==> src/rtl/router_fsm_nch.sv <==
// Packet-router control FSM: decodes the header address, latches a one-hot
// destination and sequences header/payload/parity writes into NUM_CH FIFOs.
module router_fsm_nch #(
  parameter int NUM_CH       = 3,
  parameter int ADDR_W       = 2,
  parameter int WAIT_TIMEOUT = 64
) (
  input  logic              clock,
  input  logic              resetn,
  input  logic              pkt_valid,
  input  logic [ADDR_W-1:0] data_in,
  input  logic              fifo_full,
  input  logic [NUM_CH-1:0] fifo_empty,
  input  logic [NUM_CH-1:0] soft_reset,
  input  logic              parity_done,
  input  logic              low_packet_valid,
  output logic              detect_add,
  output logic              lfd_state,
  output logic              ld_state,
  output logic              laf_state,
  output logic              full_state,
  output logic              write_enb_reg,
  output logic              rst_int_reg,
  output logic              busy,
  output logic [NUM_CH-1:0] dest_sel,
  output logic              drop_pkt,
  output logic              timeout_err
);

  typedef enum logic [3:0] {
    DECODE_ADD         = 4'd0,
    LOAD_FIRST_DATA    = 4'd1,
    LOAD_DATA          = 4'd2,
    WAIT_TILL_EMPTY    = 4'd3,
    CHECK_PARITY_ERROR = 4'd4,
    LOAD_PARITY        = 4'd5,
    FIFO_FULL_STATE    = 4'd6,
    LOAD_AFTER_FULL    = 4'd7,
    DROP_PKT           = 4'd8
  } state_t;

  localparam int CNT_W = (WAIT_TIMEOUT > 0) ? $clog2(WAIT_TIMEOUT + 1) : 1;
  localparam logic [CNT_W-1:0] CNT_LAST = CNT_W'((WAIT_TIMEOUT > 0) ? WAIT_TIMEOUT - 1 : 0);
  localparam logic [ADDR_W:0]  CH_LIMIT = (ADDR_W + 1)'(NUM_CH);

  state_t            state, state_nxt;
  logic [NUM_CH-1:0] dest_dec, dest_nxt;
  logic [CNT_W-1:0]  wait_cnt;
  logic              addr_ok, sel_empty, sel_srst, fire;

  always_comb begin
    dest_dec  = {{(NUM_CH-1){1'b0}}, 1'b1} << data_in;
    addr_ok   = ({1'b0, data_in} < CH_LIMIT);
    sel_empty = |(fifo_empty & dest_sel);
    sel_srst  = |(soft_reset & dest_sel);
  end

  always_comb begin
    state_nxt = state;
    fire      = 1'b0;
    case (state)
      DECODE_ADD: begin
        if (pkt_valid) begin
          if (!addr_ok)                   state_nxt = DROP_PKT;
          else if (|(fifo_empty & dest_dec)) state_nxt = LOAD_FIRST_DATA;
          else                            state_nxt = WAIT_TILL_EMPTY;
        end
      end
      LOAD_FIRST_DATA: state_nxt = LOAD_DATA;
      LOAD_DATA: begin
        if (fifo_full)       state_nxt = FIFO_FULL_STATE;
        else if (!pkt_valid) state_nxt = LOAD_PARITY;
      end
      LOAD_PARITY: state_nxt = CHECK_PARITY_ERROR;
      CHECK_PARITY_ERROR: state_nxt = fifo_full ? FIFO_FULL_STATE : DECODE_ADD;
      FIFO_FULL_STATE: if (!fifo_full) state_nxt = LOAD_AFTER_FULL;
      LOAD_AFTER_FULL: begin
        if (parity_done)           state_nxt = DECODE_ADD;
        else if (low_packet_valid) state_nxt = LOAD_PARITY;
        else                       state_nxt = LOAD_DATA;
      end
      WAIT_TILL_EMPTY: begin
        // An empty flag on the final watchdog cycle still lets the packet through.
        if (sel_empty) begin
          state_nxt = LOAD_FIRST_DATA;
        end else if (WAIT_TIMEOUT != 0 && wait_cnt == CNT_LAST) begin
          state_nxt = DROP_PKT;
          fire      = 1'b1;
        end
      end
      DROP_PKT: if (!pkt_valid) state_nxt = DECODE_ADD;
      default: state_nxt = DECODE_ADD;
    endcase
    if (sel_srst) begin
      state_nxt = DECODE_ADD;
      fire      = 1'b0;
    end
  end

  always_comb begin
    dest_nxt = dest_sel;
    if (state == DECODE_ADD && pkt_valid && addr_ok)
      dest_nxt = dest_dec;
    else if (state_nxt == DECODE_ADD || state_nxt == DROP_PKT)
      dest_nxt = '0;
  end

  always_ff @(posedge clock) begin
    if (!resetn) begin
      state       <= DECODE_ADD;
      dest_sel    <= '0;
      wait_cnt    <= '0;
      timeout_err <= 1'b0;
    end else begin
      state       <= state_nxt;
      dest_sel    <= dest_nxt;
      timeout_err <= fire;
      wait_cnt    <= (state == WAIT_TILL_EMPTY && state_nxt == WAIT_TILL_EMPTY) ?
                     wait_cnt + 1'b1 : '0;
    end
  end

  assign detect_add    = (state == DECODE_ADD);
  assign lfd_state     = (state == LOAD_FIRST_DATA);
  assign ld_state      = (state == LOAD_DATA);
  assign laf_state     = (state == LOAD_AFTER_FULL);
  assign full_state    = (state == FIFO_FULL_STATE);
  assign rst_int_reg   = (state == CHECK_PARITY_ERROR);
  assign drop_pkt      = (state == DROP_PKT);
  assign write_enb_reg = (state == LOAD_DATA) || (state == LOAD_PARITY) ||
                         (state == LOAD_AFTER_FULL);
  assign busy          = (state == LOAD_FIRST_DATA) || (state == WAIT_TILL_EMPTY) ||
                         (state == LOAD_PARITY) || (state == CHECK_PARITY_ERROR) ||
                         (state == FIFO_FULL_STATE) || (state == LOAD_AFTER_FULL);

endmodule
==> config.mk <==
export PLATFORM = sky130hd
export DESIGN_NAME = router_fsm_nch
export DESIGN_NICKNAME = d
export VERILOG_FILES = /design/src/rtl/router_fsm_nch.sv
export SDC_FILE = /design/constraint.sdc
export NUM_CORES = 1
export LEC_CHECK = 0
export BUFFER_PORTS_ARGS = -buffer_cell sky130_fd_sc_hd__buf_4
export CORE_ASPECT_RATIO = 1.25
export CORE_UTILIZATION = 49
export CTS_CLUSTER_SIZE = 12
export DETAILED_ROUTE_END_ITERATION = 12
export GPL_TIMING_DRIVEN = 0
export PLACE_DENSITY = 0.77
export SLEW_MARGIN = 20
export SYNTH_ARGS = -nofsm -noshare
export SYNTH_HDL_FRONTEND = slang
export SYNTH_SLANG_ARGS = --single-unit
==> constraint.sdc <==
create_clock -name clock -period 2.1 [get_ports clock]
set_clock_uncertainty 0.15 [all_clocks]
set_input_delay 0.315 -clock clock [delete_from_list [all_inputs] [get_ports clock]]
set_output_delay 0.315 -clock clock [all_outputs]
set_load 0.005 [all_outputs]
Yosys cells after proc, flatten, opt, wreduce, memory -nomap -nowiden

Cells that the tools add are included.

Register bits after elaboration: 15
Input port bits: 14
Output and inout bits: 13
Logic and storage cells: 59

Add/subtract/negate cells: 1
$lt $le $gt $ge: 1
Equality and inequality tests: 11
Shifts and indexed selects: 1
Mux-type cells: 17
Bitwise logic cells: 5
Reductions and logical operators: 19

Operators with widths:

| operator                                                               | count |
|---|---|
| 4-bit 2-to-1 mux                                                       | 9 |
| 4-bit one-hot mux with 9 select lines                                  | 1 |
| 4-bit by 3-bit equality test with 1-bit output (second input constant) | 4 |
| 3-bit 2-to-1 mux                                                       | 5 |
| 4-bit by 2-bit equality test with 1-bit output (second input constant) | 3 |
| 3-bit bitwise AND                                                      | 3 |
| 3-bit OR reduction                                                     | 3 |
| 4-bit equality test (second input constant)                            | 2 |
| 4-bit zero test                                                        | 2 |
| 1-bit logical OR                                                       | 8 |
| 8-bit OR reduction                                                     | 1 |
| 7-bit by 1-bit adder with 7-bit output (second input constant)         | 1 |
| 7-bit by 6-bit equality test with 1-bit output (second input constant) | 1 |
| 4-bit by 1-bit equality test with 1-bit output (second input constant) | 1 |
| 1-bit logical AND                                                      | 3 |
| 1-bit by 2-bit left shift with 3-bit output (first input constant)     | 1 |
| 2-bit less-than comparator (second input constant)                     | 1 |
| 2-bit 2-to-1 mux                                                       | 1 |
| 1-bit inverter                                                         | 2 |
| 2-bit AND reduction                                                    | 1 |
| 2-bit nonzero test                                                     | 1 |
| 1-bit 2-to-1 mux                                                       | 1 |

Depth between registers and ports, before layout

Word-level depth: 12
Gate-level depth with buffers: 6
Depth with buffers taken out: 6

Least setup slack after synthesis

No wires, ideal clock.

Path type: flip-flop to flip-flop
Start: reg state[1]
End: reg dest_sel[0]
Library setup time: 0.122 ns
Arrival time: 1.446 ns
Required time: 1.828 ns
Setup slack: 0.382 ns
Cell stages (with the launch flop): 7
Path buffers: 1
Clock period less this slack: 1.718 ns
Cell sequence: dfxtp_1 -> buf_2 -> and4b_1 -> nor3b_1 -> a211oi_1 -> and4bb_2 -> o22ai_1

Elaborated cells between the ends (all ways): 25
Classes of those cells: eq/ne (9); mux (10); reduce/logical (6)

RTL lines:

| element                                                | line | source |
|---|---|---|
| start: declaration                                     | 46   | `state_t state, state_nxt;` |
| start signal: assignment                               | 115  | `state <= state_nxt;` |
| 4-bit by 3-bit equality test with 1-bit output *       | --   |  |
| named net laf_state                                    | 20   | `output logic laf_state,` |
| 4-bit one-hot mux with 9 select lines *                | 61   | `case (state)` |
| 4-bit 2-to-1 mux *                                     | 94   | `if (sel_srst) begin` |
| 4-bit equality test or 4-bit zero test (tied branches) | 104  | `else if (state_nxt == DECODE_ADD \|\| state_nxt == DROP_PKT)` |
| 1-bit logical OR *                                     | 104  |  |
| 2-bit nonzero test (no line) *                         | --   |  |
| end signal: assignment                                 | 116  | `dest_sel <= dest_nxt;` |
| end: declaration                                       | 25   | `output logic [NUM_CH-1:0] dest_sel,` |

The timed path passes the listed nets; every way through them passes the cells marked *.
A chain may end at the register's enable or synchronous reset.

Worst setup path in the final report

Start: reg state[1]
End: reg dest_sel[2]

Word-level cells in the longest chain between the ends: 7
Elaborated cells between the ends (all ways): 25
Classes of those cells: eq/ne (9); mux (10); reduce/logical (6)

RTL lines:

| element                                                | line |
|---|---|
| 4-bit 2-to-1 mux (on tied branches)                    | 86, 72 |
| 4-bit 2-to-1 mux (on tied branches)                    | 84, 71 |
| 4-bit one-hot mux with 9 select lines                  | 61 |
| 4-bit 2-to-1 mux                                       | 94 |
| 4-bit equality test or 4-bit zero test (tied branches) | 104 |
| 1-bit logical OR                                       | 104 |
| 2-bit nonzero test (no line)                           | -- |

Several ways; a longest one is shown, not always the timed one.

==> results_dict.tcl <==
set metrics [dict create \
    drt-total-wl_um 2020 \
    rows 16 \
    vias 908 \
    portBuffers 26 \
    cp_max_fo 10 \
    synthTopCellsByArea "dfxtp_1 35%, nor2_1 6.5%, nand2_1 6.0%" \
    final_common_cell "buf_4" \
    wl_per_cell_um 12.8 \
    antenna-diode-count 0 \
    avgSynthCellArea_um2 7.98 \
    ff2ff_path_depth 6 \
    final-setup-viol-count 0 \
    arrival_ns 1.99 \
    synthArstFlopShare 0 \
    fin_setup_tns_ns 0 \
    grt_setup_unrepaired "no" \
    drcViolationCount 0 \
    grt_pass1_vias 881 \
    worst_pin_slew_ns 0.449 \
    clock_path_buffers 2 \
    slew_headroom 0.701 \
    fill_cells 148 \
    yosysTopAreaCell "dfxtp_1" \
    synth_area_um2 870 \
    synth_edf_count 0 \
    fin_nets 155 \
    start_util 0.536 \
    antenna_found_initial 0 \
    syn_to_final_growth_pct 28.2 \
    final_hold_viol_count 0 \
    grt_max_degree 11 \
    die_w_um 39.7 \
    ios 27 \
    path_buf_inv 1 \
    min_period_over_period 0.935 \
    endpoint_kind "flop" \
    htree_num_levels 1 \
    ant_nets 0 \
    yosysWarningCount 0 \
    fmax_ghz 0.509 \
    fin_crit_ns 1.96 \
    critPathKind "flop to flop" \
    cts_resized 0 \
    yosys_most_used_dff "dfxtp_1" \
    numCtsBuffers 3 \
    drive_above_1_share 0.266 \
    grt_use_total 0.251 \
    postCtsSetupBuffers 0 \
    hold_path.class "input port to flop" \
    cts_root_buf "clkbuf_4" \
    dieArea_um2 1950 \
    cp_num_cells 6 \
    overflow 0 \
    drtIter0Drc 22 \
    cts.sinks 15 \
    status "complete, no violations" \
    drv_slew 0 \
    final_cell_mix "27 x buf_4, 15 x nor2_1, 15 x dfxtp_1" \
    required_ns 2.13 \
    ys_types 40 \
    postCtsHoldBufs 0 \
    clk_pin_slew_ns 0.09 \
    core-area_um2 1620 \
    grt_pass1_wl_um 3540 \
    hpwl_um 1600 \
    ys_seq_elements 15 \
    post-route-cell-area_um2 1110 \
    crit_slowest_cell "a211oi_1" \
    dr.pass1.iters 4 \
    yosysSeqAreaShare 0.345 \
    postSynthCellCount 109 \
    synth.top_cell.area_share 0.345 \
    max-cap-violations 0 \
    leakagePower_uw 0.000459 \
    cts_tree "built" \
    crit_chain "buf_2, and4b_1, nor3b_1, a211oi_1, and4bb_2, o22ai_1" \
    place.gp.congestion 0.823 \
    postPlaceCellArea_um2 1090 \
    vdd_drop_max_v 0.000495 \
    clk_latency_ns 0.29 \
    die_h_um 49.1 \
    cpPeakStageDelay_ns 0.40 \
    hold_depth 2 \
    syn-num-nets 124 \
    cp_top_family "simple AND/OR/NAND/NOR gates" \
    power_density_nw_per_um2 681 \
    startpoint_type "flop" \
    vias_per_cell 5.78 \
]
## final timing paths
| check | from | endpoint | slack, ns |
|---|---|---|---|
| worst max-delay path | state[1]$_SDFF_PN0_ | dest_sel[2]$_SDFFE_PN0P_ | 0.14 |
| worst min-delay path | data_in[0] | dest_sel[0]$_SDFFE_PN0P_ | 0.12 |
| worst max register to register | state[1]$_SDFF_PN0_ | dest_sel[2]$_SDFFE_PN0P_ | 0.14 |
| worst min register to register | wait_cnt[0]$_SDFF_PN0_ | wait_cnt[0]$_SDFF_PN0_ | 0.29 |
## stage by stage
step / std cells / power, uW / worst slack [ns] / util / hold WS [ns]
4_1_cts: 157 / 764 / 0.108 / 0.687 / 0.107
2_1_floorplan: 109 / 493 / 0.382 / - / 0.263
5_1_grt: 157 / 810 / 0.00198 / 0.688 / 0.118
6_report: 157 / 759 / 0.137 / 0.688 / 0.120
3_3_place_gp: 153 / 591 / 0.147 / 0.671 / 0.276
3_5_place_dp: 153 / 596 / 0.138 / 0.671 / 0.283
## synthesized netlist by cell type (3+ instances only)
master,number
dfxtp_1,15
nor2_1,15
nand2_1,14
a21oi_1,7
nand3_1,7
nor3_1,3
o22ai_1,3
## metal layers
metal	vias up	track usage	share of wire
met5	-	0	0
li1	456	-	-
met2	24	0.440	0.53
met4	0	0.115	0.020
met1	423	0.282	0.42
met3	5	0.0274	0.030
## flip-flops by register name, summed over array words and instances (netlist names)
| name | count |
|---|---|
| wait_cnt | 7 |
| dest_sel | 3 |
| timeout_err | 1 |
| state | 4 |
## cells by family after synthesis
group	count (synthesis)	share of synthesized area
adders and majority gates	1	0.0144
AOI/OAI and AO/OA	23	0.174
buffers and inverters	6	0.0403
DFF	15	0.345
and+or+nand+nor	59	0.373
xor gates and xnor gates	4	0.0403
muxes	1	0.0129
## where the power goes
part	internal, uW	total, uW	switching [uW]
combinational	142	275	133
clock	74.0	168	93.7
sequential	299	316	17.0
## cell type report
type	instances	area (um^2)	share of cell area
multi-input combinational	88	534	0.479
clock buffer	4	26.3	0.0236
inverter	2	7.51	0.00673
buffer	4	28.8	0.0258
timing repair buffer	26	195	0.175
tap	18	22.5	0.0202
sequential	15	300	0.269
No activity file was read; power rests on OpenSTA's default activity.
